--- config.mk ---
export PLATFORM = sky130hd
export DESIGN_NAME = psr_cond_unit_flat
export DESIGN_NICKNAME = d
export VERILOG_FILES = /design/src/rtl/cr16_pkg.sv /design/src/rtl/psr_cond_unit_if.sv /design/src/rtl/cond_eval.sv /design/src/rtl/psr_cond_unit.sv /design/src/flat_wrapper.sv
export SDC_FILE = /design/constraint.sdc
export NUM_CORES = 1
export LEC_CHECK = 0
export ABC_CLOCK_PERIOD_IN_PS = 4600
export CAP_MARGIN = 20
export CORE_MARGIN = 2
export CORE_UTILIZATION = 50
export CTS_BUF_LIST = sky130_fd_sc_hd__clkbuf_8 sky130_fd_sc_hd__clkbuf_16
export DETAILED_ROUTE_END_ITERATION = 6
export GPL_TIMING_DRIVEN = 0
export PLACE_DENSITY = 0.89
export SYNTH_ARGS = -nofsm -noshare
export SYNTH_HDL_FRONTEND = slang
export SYNTH_HIERARCHICAL = 1
export SYNTH_SLANG_ARGS = --single-unit
--- constraint.sdc ---
create_clock -name I_CLK -period 4.6 [get_ports I_CLK]
set_input_delay 0.69 -clock I_CLK [delete_from_list [all_inputs] [get_ports I_CLK]]
set_output_delay 0.69 -clock I_CLK [all_outputs]
set_load 0.01 [all_outputs]
--- src/rtl/cr16_pkg.sv ---
// CR16 shared definitions: PSR status bit positions and branch condition codes.
// Used by the ALU, the control unit and the PSR/condition unit.
package cr16_pkg;

  localparam int STATUS_WIDTH = 5;

  localparam int STATUS_INDEX_CARRY    = 0;
  localparam int STATUS_INDEX_LOW      = 1;
  localparam int STATUS_INDEX_FLAG     = 2;
  localparam int STATUS_INDEX_ZERO     = 3;
  localparam int STATUS_INDEX_NEGATIVE = 4;

  localparam logic [3:0] COND_EQ = 4'd0;
  localparam logic [3:0] COND_NE = 4'd1;
  localparam logic [3:0] COND_CS = 4'd2;
  localparam logic [3:0] COND_CC = 4'd3;
  localparam logic [3:0] COND_HI = 4'd4;
  localparam logic [3:0] COND_LS = 4'd5;
  localparam logic [3:0] COND_GT = 4'd6;
  localparam logic [3:0] COND_LE = 4'd7;
  localparam logic [3:0] COND_FS = 4'd8;
  localparam logic [3:0] COND_FC = 4'd9;
  localparam logic [3:0] COND_LO = 4'd10;
  localparam logic [3:0] COND_HS = 4'd11;
  localparam logic [3:0] COND_LT = 4'd12;
  localparam logic [3:0] COND_GE = 4'd13;
  localparam logic [3:0] COND_UC = 4'd14;
  localparam logic [3:0] COND_NV = 4'd15;

endpackage

--- src/rtl/psr_cond_unit_if.sv ---
// ALU-status / control-unit side bundle of the PSR and condition unit.
// master drives updates and requests; slave holds the PSR and answers.
interface psr_cond_unit_if
  import cr16_pkg::*;
#(
   parameter int P_STATUS_WIDTH = STATUS_WIDTH
);

   logic [P_STATUS_WIDTH-1:0] I_STATUS;
   logic                      I_STATUS_WE;
   logic [P_STATUS_WIDTH-1:0] I_STATUS_MASK;
   logic                      I_PSR_WE;
   logic [P_STATUS_WIDTH-1:0] I_PSR_DATA;
   logic                      I_SAVE;
   logic                      I_RESTORE;
   logic                      I_COND_REQ;
   logic [3:0]                I_COND;
   logic [P_STATUS_WIDTH-1:0] O_PSR;
   logic                      O_COND_VALID;
   logic                      O_COND_TRUE;
   logic [2:0]                O_DEPTH;
   logic                      O_ERR;

   modport master (
      output I_STATUS, I_STATUS_WE, I_STATUS_MASK,
      output I_PSR_WE, I_PSR_DATA,
      output I_SAVE, I_RESTORE,
      output I_COND_REQ, I_COND,
      input  O_PSR, O_COND_VALID, O_COND_TRUE,
      input  O_DEPTH, O_ERR
   );

   modport slave (
      input  I_STATUS, I_STATUS_WE, I_STATUS_MASK,
      input  I_PSR_WE, I_PSR_DATA,
      input  I_SAVE, I_RESTORE,
      input  I_COND_REQ, I_COND,
      output O_PSR, O_COND_VALID, O_COND_TRUE,
      output O_DEPTH, O_ERR
   );

endinterface

--- src/rtl/cond_eval.sv ---
// Combinational CR16 condition-code evaluator: (psr, cond) -> hit.
// Shared between the branch path here and the Scc path in the control unit.
module cond_eval
  import cr16_pkg::*;
#(
   parameter int P_STATUS_WIDTH = STATUS_WIDTH
) (
   input  logic [P_STATUS_WIDTH-1:0] psr,
   input  logic [3:0]                cond,
   output logic                      hit
);

   logic c, l, f, z, n;

   always_comb begin
      c = psr[STATUS_INDEX_CARRY];
      l = psr[STATUS_INDEX_LOW];
      f = psr[STATUS_INDEX_FLAG];
      z = psr[STATUS_INDEX_ZERO];
      n = psr[STATUS_INDEX_NEGATIVE];
      hit = 1'b0;
      unique case (cond)
         COND_EQ: hit = z;
         COND_NE: hit = !z;
         COND_CS: hit = c;
         COND_CC: hit = !c;
         COND_HI: hit = l;
         COND_LS: hit = !l;
         COND_GT: hit = n;
         COND_LE: hit = !n;
         COND_FS: hit = f;
         COND_FC: hit = !f;
         COND_LO: hit = !l && !z;
         COND_HS: hit = l || z;
         COND_LT: hit = !n && !z;
         COND_GE: hit = n || z;
         COND_UC: hit = 1'b1;
         COND_NV: hit = 1'b0;
         default: hit = 1'b0;
      endcase
   end

endmodule

--- src/rtl/psr_cond_unit.sv ---
// CR16 PSR register with save/restore shadow stack and registered
// branch condition evaluation against the next-state PSR.
module psr_cond_unit
  import cr16_pkg::*;
#(
   parameter int P_DEPTH        = 2,
   parameter int P_STATUS_WIDTH = STATUS_WIDTH
) (
   input  logic           I_CLK,
   input  logic           I_NRESET,
   psr_cond_unit_if.slave bus
);

   typedef logic [P_STATUS_WIDTH-1:0] psr_t;

   psr_t       psr_q;
   psr_t       psr_next;
   psr_t       top_entry;
   psr_t       stack_q [P_DEPTH];
   logic [2:0] depth_q;
   logic [2:0] depth_next;
   logic       full;
   logic       empty;
   logic       both;
   logic       do_push;
   logic       do_pop;
   logic       err_next;
   logic       hit;
   logic       cond_valid_q;
   logic       cond_true_q;
   logic       err_q;

   always_comb begin
      full     = (depth_q == 3'(P_DEPTH));
      empty    = (depth_q == 3'd0);
      both     = bus.I_SAVE && bus.I_RESTORE;
      do_push  = bus.I_SAVE && !bus.I_RESTORE && !full;
      do_pop   = bus.I_RESTORE && !bus.I_SAVE && !empty;
      err_next = both
               || (bus.I_SAVE && !bus.I_RESTORE && full)
               || (bus.I_RESTORE && !bus.I_SAVE && empty);

      top_entry = '0;
      for (int i = 0; i < P_DEPTH; i++) begin
         if (depth_q == 3'(i + 1)) top_entry = stack_q[i];
      end

      depth_next = depth_q;
      if (do_push) depth_next = depth_q + 3'd1;
      else if (do_pop) depth_next = depth_q - 3'd1;

      // Illegal restores fall through to the lower-priority sources.
      psr_next = psr_q;
      if (do_pop) begin
         psr_next = top_entry;
      end else if (bus.I_PSR_WE) begin
         psr_next = bus.I_PSR_DATA;
      end else if (bus.I_STATUS_WE) begin
         psr_next = (psr_q & ~bus.I_STATUS_MASK)
                  | (bus.I_STATUS & bus.I_STATUS_MASK);
      end
   end

   cond_eval #(
      .P_STATUS_WIDTH(P_STATUS_WIDTH)
   ) u_cond_eval (
      .psr  (psr_next),
      .cond (bus.I_COND),
      .hit  (hit)
   );

   always_ff @(posedge I_CLK) begin
      if (!I_NRESET) begin
         psr_q        <= '0;
         depth_q      <= 3'd0;
         cond_valid_q <= 1'b0;
         cond_true_q  <= 1'b0;
         err_q        <= 1'b0;
      end else begin
         psr_q        <= psr_next;
         depth_q      <= depth_next;
         cond_valid_q <= bus.I_COND_REQ;
         cond_true_q  <= bus.I_COND_REQ && hit;
         err_q        <= err_next;
      end
   end

   // Push stores the pre-update PSR; pops leave the entry in place.
   always_ff @(posedge I_CLK) begin
      if (!I_NRESET) begin
         for (int i = 0; i < P_DEPTH; i++) stack_q[i] <= '0;
      end else if (do_push) begin
         for (int i = 0; i < P_DEPTH; i++) begin
            if (depth_q == 3'(i)) stack_q[i] <= psr_q;
         end
      end
   end

   assign bus.O_PSR        = psr_q;
   assign bus.O_COND_VALID = cond_valid_q;
   assign bus.O_COND_TRUE  = cond_true_q;
   assign bus.O_DEPTH      = depth_q;
   assign bus.O_ERR        = err_q;

endmodule

--- src/flat_wrapper.sv ---
// flat-port wrapper written by rule: the top's interface ports become plain ports
module psr_cond_unit_flat import cr16_pkg::*;
#(
   parameter int P_DEPTH        = 2,
   parameter int P_STATUS_WIDTH = STATUS_WIDTH
)
  (I_CLK, I_NRESET, bus_I_STATUS, bus_I_STATUS_WE, bus_I_STATUS_MASK, bus_I_PSR_WE, bus_I_PSR_DATA, bus_I_SAVE, bus_I_RESTORE, bus_I_COND_REQ, bus_I_COND, bus_O_PSR, bus_O_COND_VALID, bus_O_COND_TRUE, bus_O_DEPTH, bus_O_ERR);
  psr_cond_unit_if #(.P_STATUS_WIDTH(P_STATUS_WIDTH)) bus_i ();
  input  logic I_CLK;
  input  logic I_NRESET;
  input wire logic [$bits(bus_i.I_STATUS)-1:0] bus_I_STATUS;
  input wire logic [$bits(bus_i.I_STATUS_WE)-1:0] bus_I_STATUS_WE;
  input wire logic [$bits(bus_i.I_STATUS_MASK)-1:0] bus_I_STATUS_MASK;
  input wire logic [$bits(bus_i.I_PSR_WE)-1:0] bus_I_PSR_WE;
  input wire logic [$bits(bus_i.I_PSR_DATA)-1:0] bus_I_PSR_DATA;
  input wire logic [$bits(bus_i.I_SAVE)-1:0] bus_I_SAVE;
  input wire logic [$bits(bus_i.I_RESTORE)-1:0] bus_I_RESTORE;
  input wire logic [$bits(bus_i.I_COND_REQ)-1:0] bus_I_COND_REQ;
  input wire logic [$bits(bus_i.I_COND)-1:0] bus_I_COND;
  output wire logic [$bits(bus_i.O_PSR)-1:0] bus_O_PSR;
  output wire logic [$bits(bus_i.O_COND_VALID)-1:0] bus_O_COND_VALID;
  output wire logic [$bits(bus_i.O_COND_TRUE)-1:0] bus_O_COND_TRUE;
  output wire logic [$bits(bus_i.O_DEPTH)-1:0] bus_O_DEPTH;
  output wire logic [$bits(bus_i.O_ERR)-1:0] bus_O_ERR;
  assign bus_i.I_STATUS = bus_I_STATUS;
  assign bus_i.I_STATUS_WE = bus_I_STATUS_WE;
  assign bus_i.I_STATUS_MASK = bus_I_STATUS_MASK;
  assign bus_i.I_PSR_WE = bus_I_PSR_WE;
  assign bus_i.I_PSR_DATA = bus_I_PSR_DATA;
  assign bus_i.I_SAVE = bus_I_SAVE;
  assign bus_i.I_RESTORE = bus_I_RESTORE;
  assign bus_i.I_COND_REQ = bus_I_COND_REQ;
  assign bus_i.I_COND = bus_I_COND;
  assign bus_O_PSR = bus_i.O_PSR;
  assign bus_O_COND_VALID = bus_i.O_COND_VALID;
  assign bus_O_COND_TRUE = bus_i.O_COND_TRUE;
  assign bus_O_DEPTH = bus_i.O_DEPTH;
  assign bus_O_ERR = bus_i.O_ERR;
  psr_cond_unit #(.P_DEPTH(P_DEPTH), .P_STATUS_WIDTH(P_STATUS_WIDTH)) u_core (.I_CLK(I_CLK), .I_NRESET(I_NRESET), .bus(bus_i));
endmodule
==> run_results.csv <==
group,metric,value,unit
sta,layout_setup_ws,1.82,ns
finish,fin_util,69.9,%
pwr,p_clk_share,24.2,%
setup_path,cpMaxStageDelayCell,"clkdlybuf4s50_1",
placement,portBuffers,33,
sta,fin_skew,0.00121,ns
pwr,irDropWorstVdd,0.000207,V
clock_network,cts_hold_buf,0,
sta,timing.hold.ws,0.544,ns
sta,slew_viol_final,0,
yosys,ys.warnings.count,6,
pwr,internal-power,351,uW
setup_path,reg2reg_slack,2.00,ns
setup_path,crit_path_max_incr_delay,0.57,ns
detailed_routing,vias_per_cell,5.77,
sta,rsz0062_at_grt,"false",
global_routing,antenna_found_initial,0,
clock_network,cts_made_buffers,3,
yosys,netlist_area,0.00132,sq mm
clock_network,cts_tree,"yes",
clock_network,cts_setup_buffers,0,
yosys,yosys.area_share.simple,24.6,%
setup_path,cp-end-kind,"register",
floorplanning,row_count,18,
sta,finalHoldViolations,0,
detailed_routing,first_iter_violations,30,
yosys,synth-compound-area-share,24.0,%
global_routing,overflow,0,
sta,worst_pin_slew,0.490,ns
sta,timing.final.crit_share,60.5,%
detailed_routing,via_count,1097,
yosys,synth_area_per_cell,10.7,sq um
yosys,synthDistinctLibCells,41,
yosys,synth_nets,154,
finish,drive_gt1_share,11.9,%
setup_path,crit_path_start_kind,"input pin",
placement,detailedPlacementHpwl,2420,um
yosys,yosys.area_share.xor_xnor,0.665,%
finish,fillerInstances,195,
sta,max_freq,0.359,GHz
detailed_routing,wirelength,3120,um
yosys,synth_mux_area_share,3.04,%
detailed_routing,ant_nets,0,
clock_network,cts_resized,0,
pwr,p_per_area,282,mW/mm^2
detailed_routing,drc_errors,0,
min_path,min_path_type,"reg2reg",
yosys,synth_top_family_by_area,"simple AND/OR/NAND/NOR gates",
setup_path,worstPathMaxFanout,7,
global_routing,grt_max_degree,13,
setup_path,critPathKind,"in2reg",
detailed_routing,wire_per_inst,16.4,um
global_routing,grt_pass1_vias,1110,
pwr,seq_power_share,45.2,%
finish,syn_to_final_growth,31.4,%
yosys,synthCells,123,
placement,routabilityCongestion,0.790,
setup_path,cp.required,4.75,ns
placement,place_inst,186,
sta,setup_viol,0,
clock_network,clk_pin_slew,0.07,ns
outcome,run_status,"completed",
floorplanning,pin_count,37,
pwr,power_frac_comb,30.6,%
clock_network,cts-root-buf,"clkbuf_8",
yosys,synth-seq-cells,21,
sta,final.min_clock_period,2.78,ns
floorplanning,die_y,55.3,um
finish,final_cells,190,
floorplanning,initial_core_util,53.2,%
global_routing,grt_usage,22.0,%
finish,diodes,0,
clock_network,clk_latency,0.26,ns
yosys,yosys.area_share.adder,4.75,%
clock_network,cts_htree_levels,1,
pwr,p_sw,138,uW
sta,tns,0,ns
sta,slew-limit-headroom,67.3,%
floorplanning,fp.dieArea,0.00306,sq mm
finish,fin_nets,192,
pwr,p_leak,0.667,nW
floorplanning,coreArea,0.00248,sq mm
clock_network,clock_path_buffers,2,
setup_path,worstPathArrival,2.94,ns
yosys,synth-seq-area-share,39.5,%
setup_path,path_cells,"clkdlybuf4s50_1 > nand2b_4 > or3_4 > o32ai_2 > nor3_1 > a211o_1 > a221o_1 > and3_1",
clock_network,cts_sinks,21,
placement,dp_slack,1.52,ns
pwr,switching_share,28.3,%
run,drv_cap,0,
floorplanning,die_w,55.3,um
detailed_routing,dr.pass1.iters,4,
global_routing,grt_pass1_wl,5220,um
[Yosys cell counts, drive strengths merged]
cell,count,share of area [%]
o31ai,1,0.57
or4b,1,0.76
o32ai,6,6.8
o22a,1,0.76
buf,4,2.3
clkbuf,1,0.28
and3b,5,3.3
dfxtp,11,17
a211o,2,1.3
a221o,1,0.76
ha,5,4.7
or3,2,1.3
inv,3,0.85
and3,2,0.95
a22oi,2,1.1
a31oi,1,0.48
nor4b,1,0.66
nand2,8,2.3
a311oi,5,3.3
and2,12,5.7
nor3,2,1.1
o211a,1,0.76
nor3b,1,0.95
a21boi,6,3.4
and2b,1,0.57
mux2i,4,3.0
a21oi,7,3.5
or2b,1,0.66
o21ai,3,1.1
xnor2,1,0.66
nor2b,6,2.8
edfxtp,10,23
nand2b,6,3.4
[routing by layer]
metal / track usage [%] / wire (um)
met5: 0 / 0
met3: 2.81 / 175
met4: 8.71 / 27
met1: 27.3 / 1240
met2: 38.4 / 1670
[layout make-up]
type	instances	area, sq um	share of cell area, %
buffer	5	33.8	1.95
clock buffer	3	41.3	2.38
clock inverter	1	5.00	0.289
inverter	3	11.3	0.650
multi-input combinational	94	752	43.4
sequential	21	520	30.1
tap	30	37.5	2.17
timing repair buffer	33	330	19.1
[kinds of logic after synthesis]
logic type | Yosys count
muxes | 4
adders and majority gates | 5
buffers and inverters | 8
and+or+nand+nor | 48
DFF | 21
AOI/OAI and AO/OA | 36
xor gates and xnor gates | 1
[power by group through the flow]
stage,clock network [mW],logic [mW],registers (mW)
after floorplan,0,0.0840,0.227
after global placement,0,0.143,0.224
after detailed placement,0,0.149,0.225
after CTS,0.122,0.150,0.221
after global routing,0.129,0.164,0.223
final,0.118,0.150,0.221
[registers in the layout, indices dropped and copies added (netlist names)]
name,flops
u_core/bus.O_PSR,5
u_core/bus.O_ERR,1
u_core/bus.O_COND_TRUE,1
u_core/bus.O_DEPTH,3
u_core/bus.O_COND_VALID,1
u_core/stack_q,10
[worst max-delay path, delay by kind of cell]
| kind | cells | cell delay [ns] |
|---|---|---|
| compound gates | 3 | 0.93 |
| simple gates | 4 | 0.76 |
| buf+inv | 1 | 0.57 |
[path summary, 6_finish.rpt]
path,start,depth (start not counted),end
max reg2reg,u_core/bus.O_DEPTH[0]$_SDFFE_PN0P_,8,u_core/bus.O_COND_TRUE$_SDFF_PN0_
max,bus_I_RESTORE,8,u_core/bus.O_COND_TRUE$_SDFF_PN0_
min,u_core/bus.O_DEPTH[2]$_SDFFE_PN0P_,2,u_core/bus.O_DEPTH[2]$_SDFFE_PN0P_
min reg2reg,u_core/bus.O_DEPTH[2]$_SDFFE_PN0P_,2,u_core/bus.O_DEPTH[2]$_SDFFE_PN0P_
[cells in the final DEF, fill, tap and decap left out, types with 2 or more instances in the layout]
cell / instances
inv_1: 3
and3b_1: 5
mux2i_1: 4
a311oi_1: 5
nand2_1: 8
a22oi_1: 2
and2_1: 12
a211o_1: 2
a21boi_0: 5
o32ai_2: 5
a21oi_1: 6
and3_1: 2
dfxtp_1: 11
edfxtp_1: 10
nand2b_1: 5
buf_4: 2
ha_1: 5
o21ai_0: 3
clkdlybuf4s50_1: 33
nor2b_1: 6
clkbuf_8: 3
[metrics by stage]
stage,cell area (sq um),power (mW)
detailed placement,1690,0.374
CTS,1730,0.492
global route,1730,0.515
finish,1730,0.489
global placement,1690,0.367
floorplan,1320,0.311
Note: power is estimated with default switching activity, not from simulation.
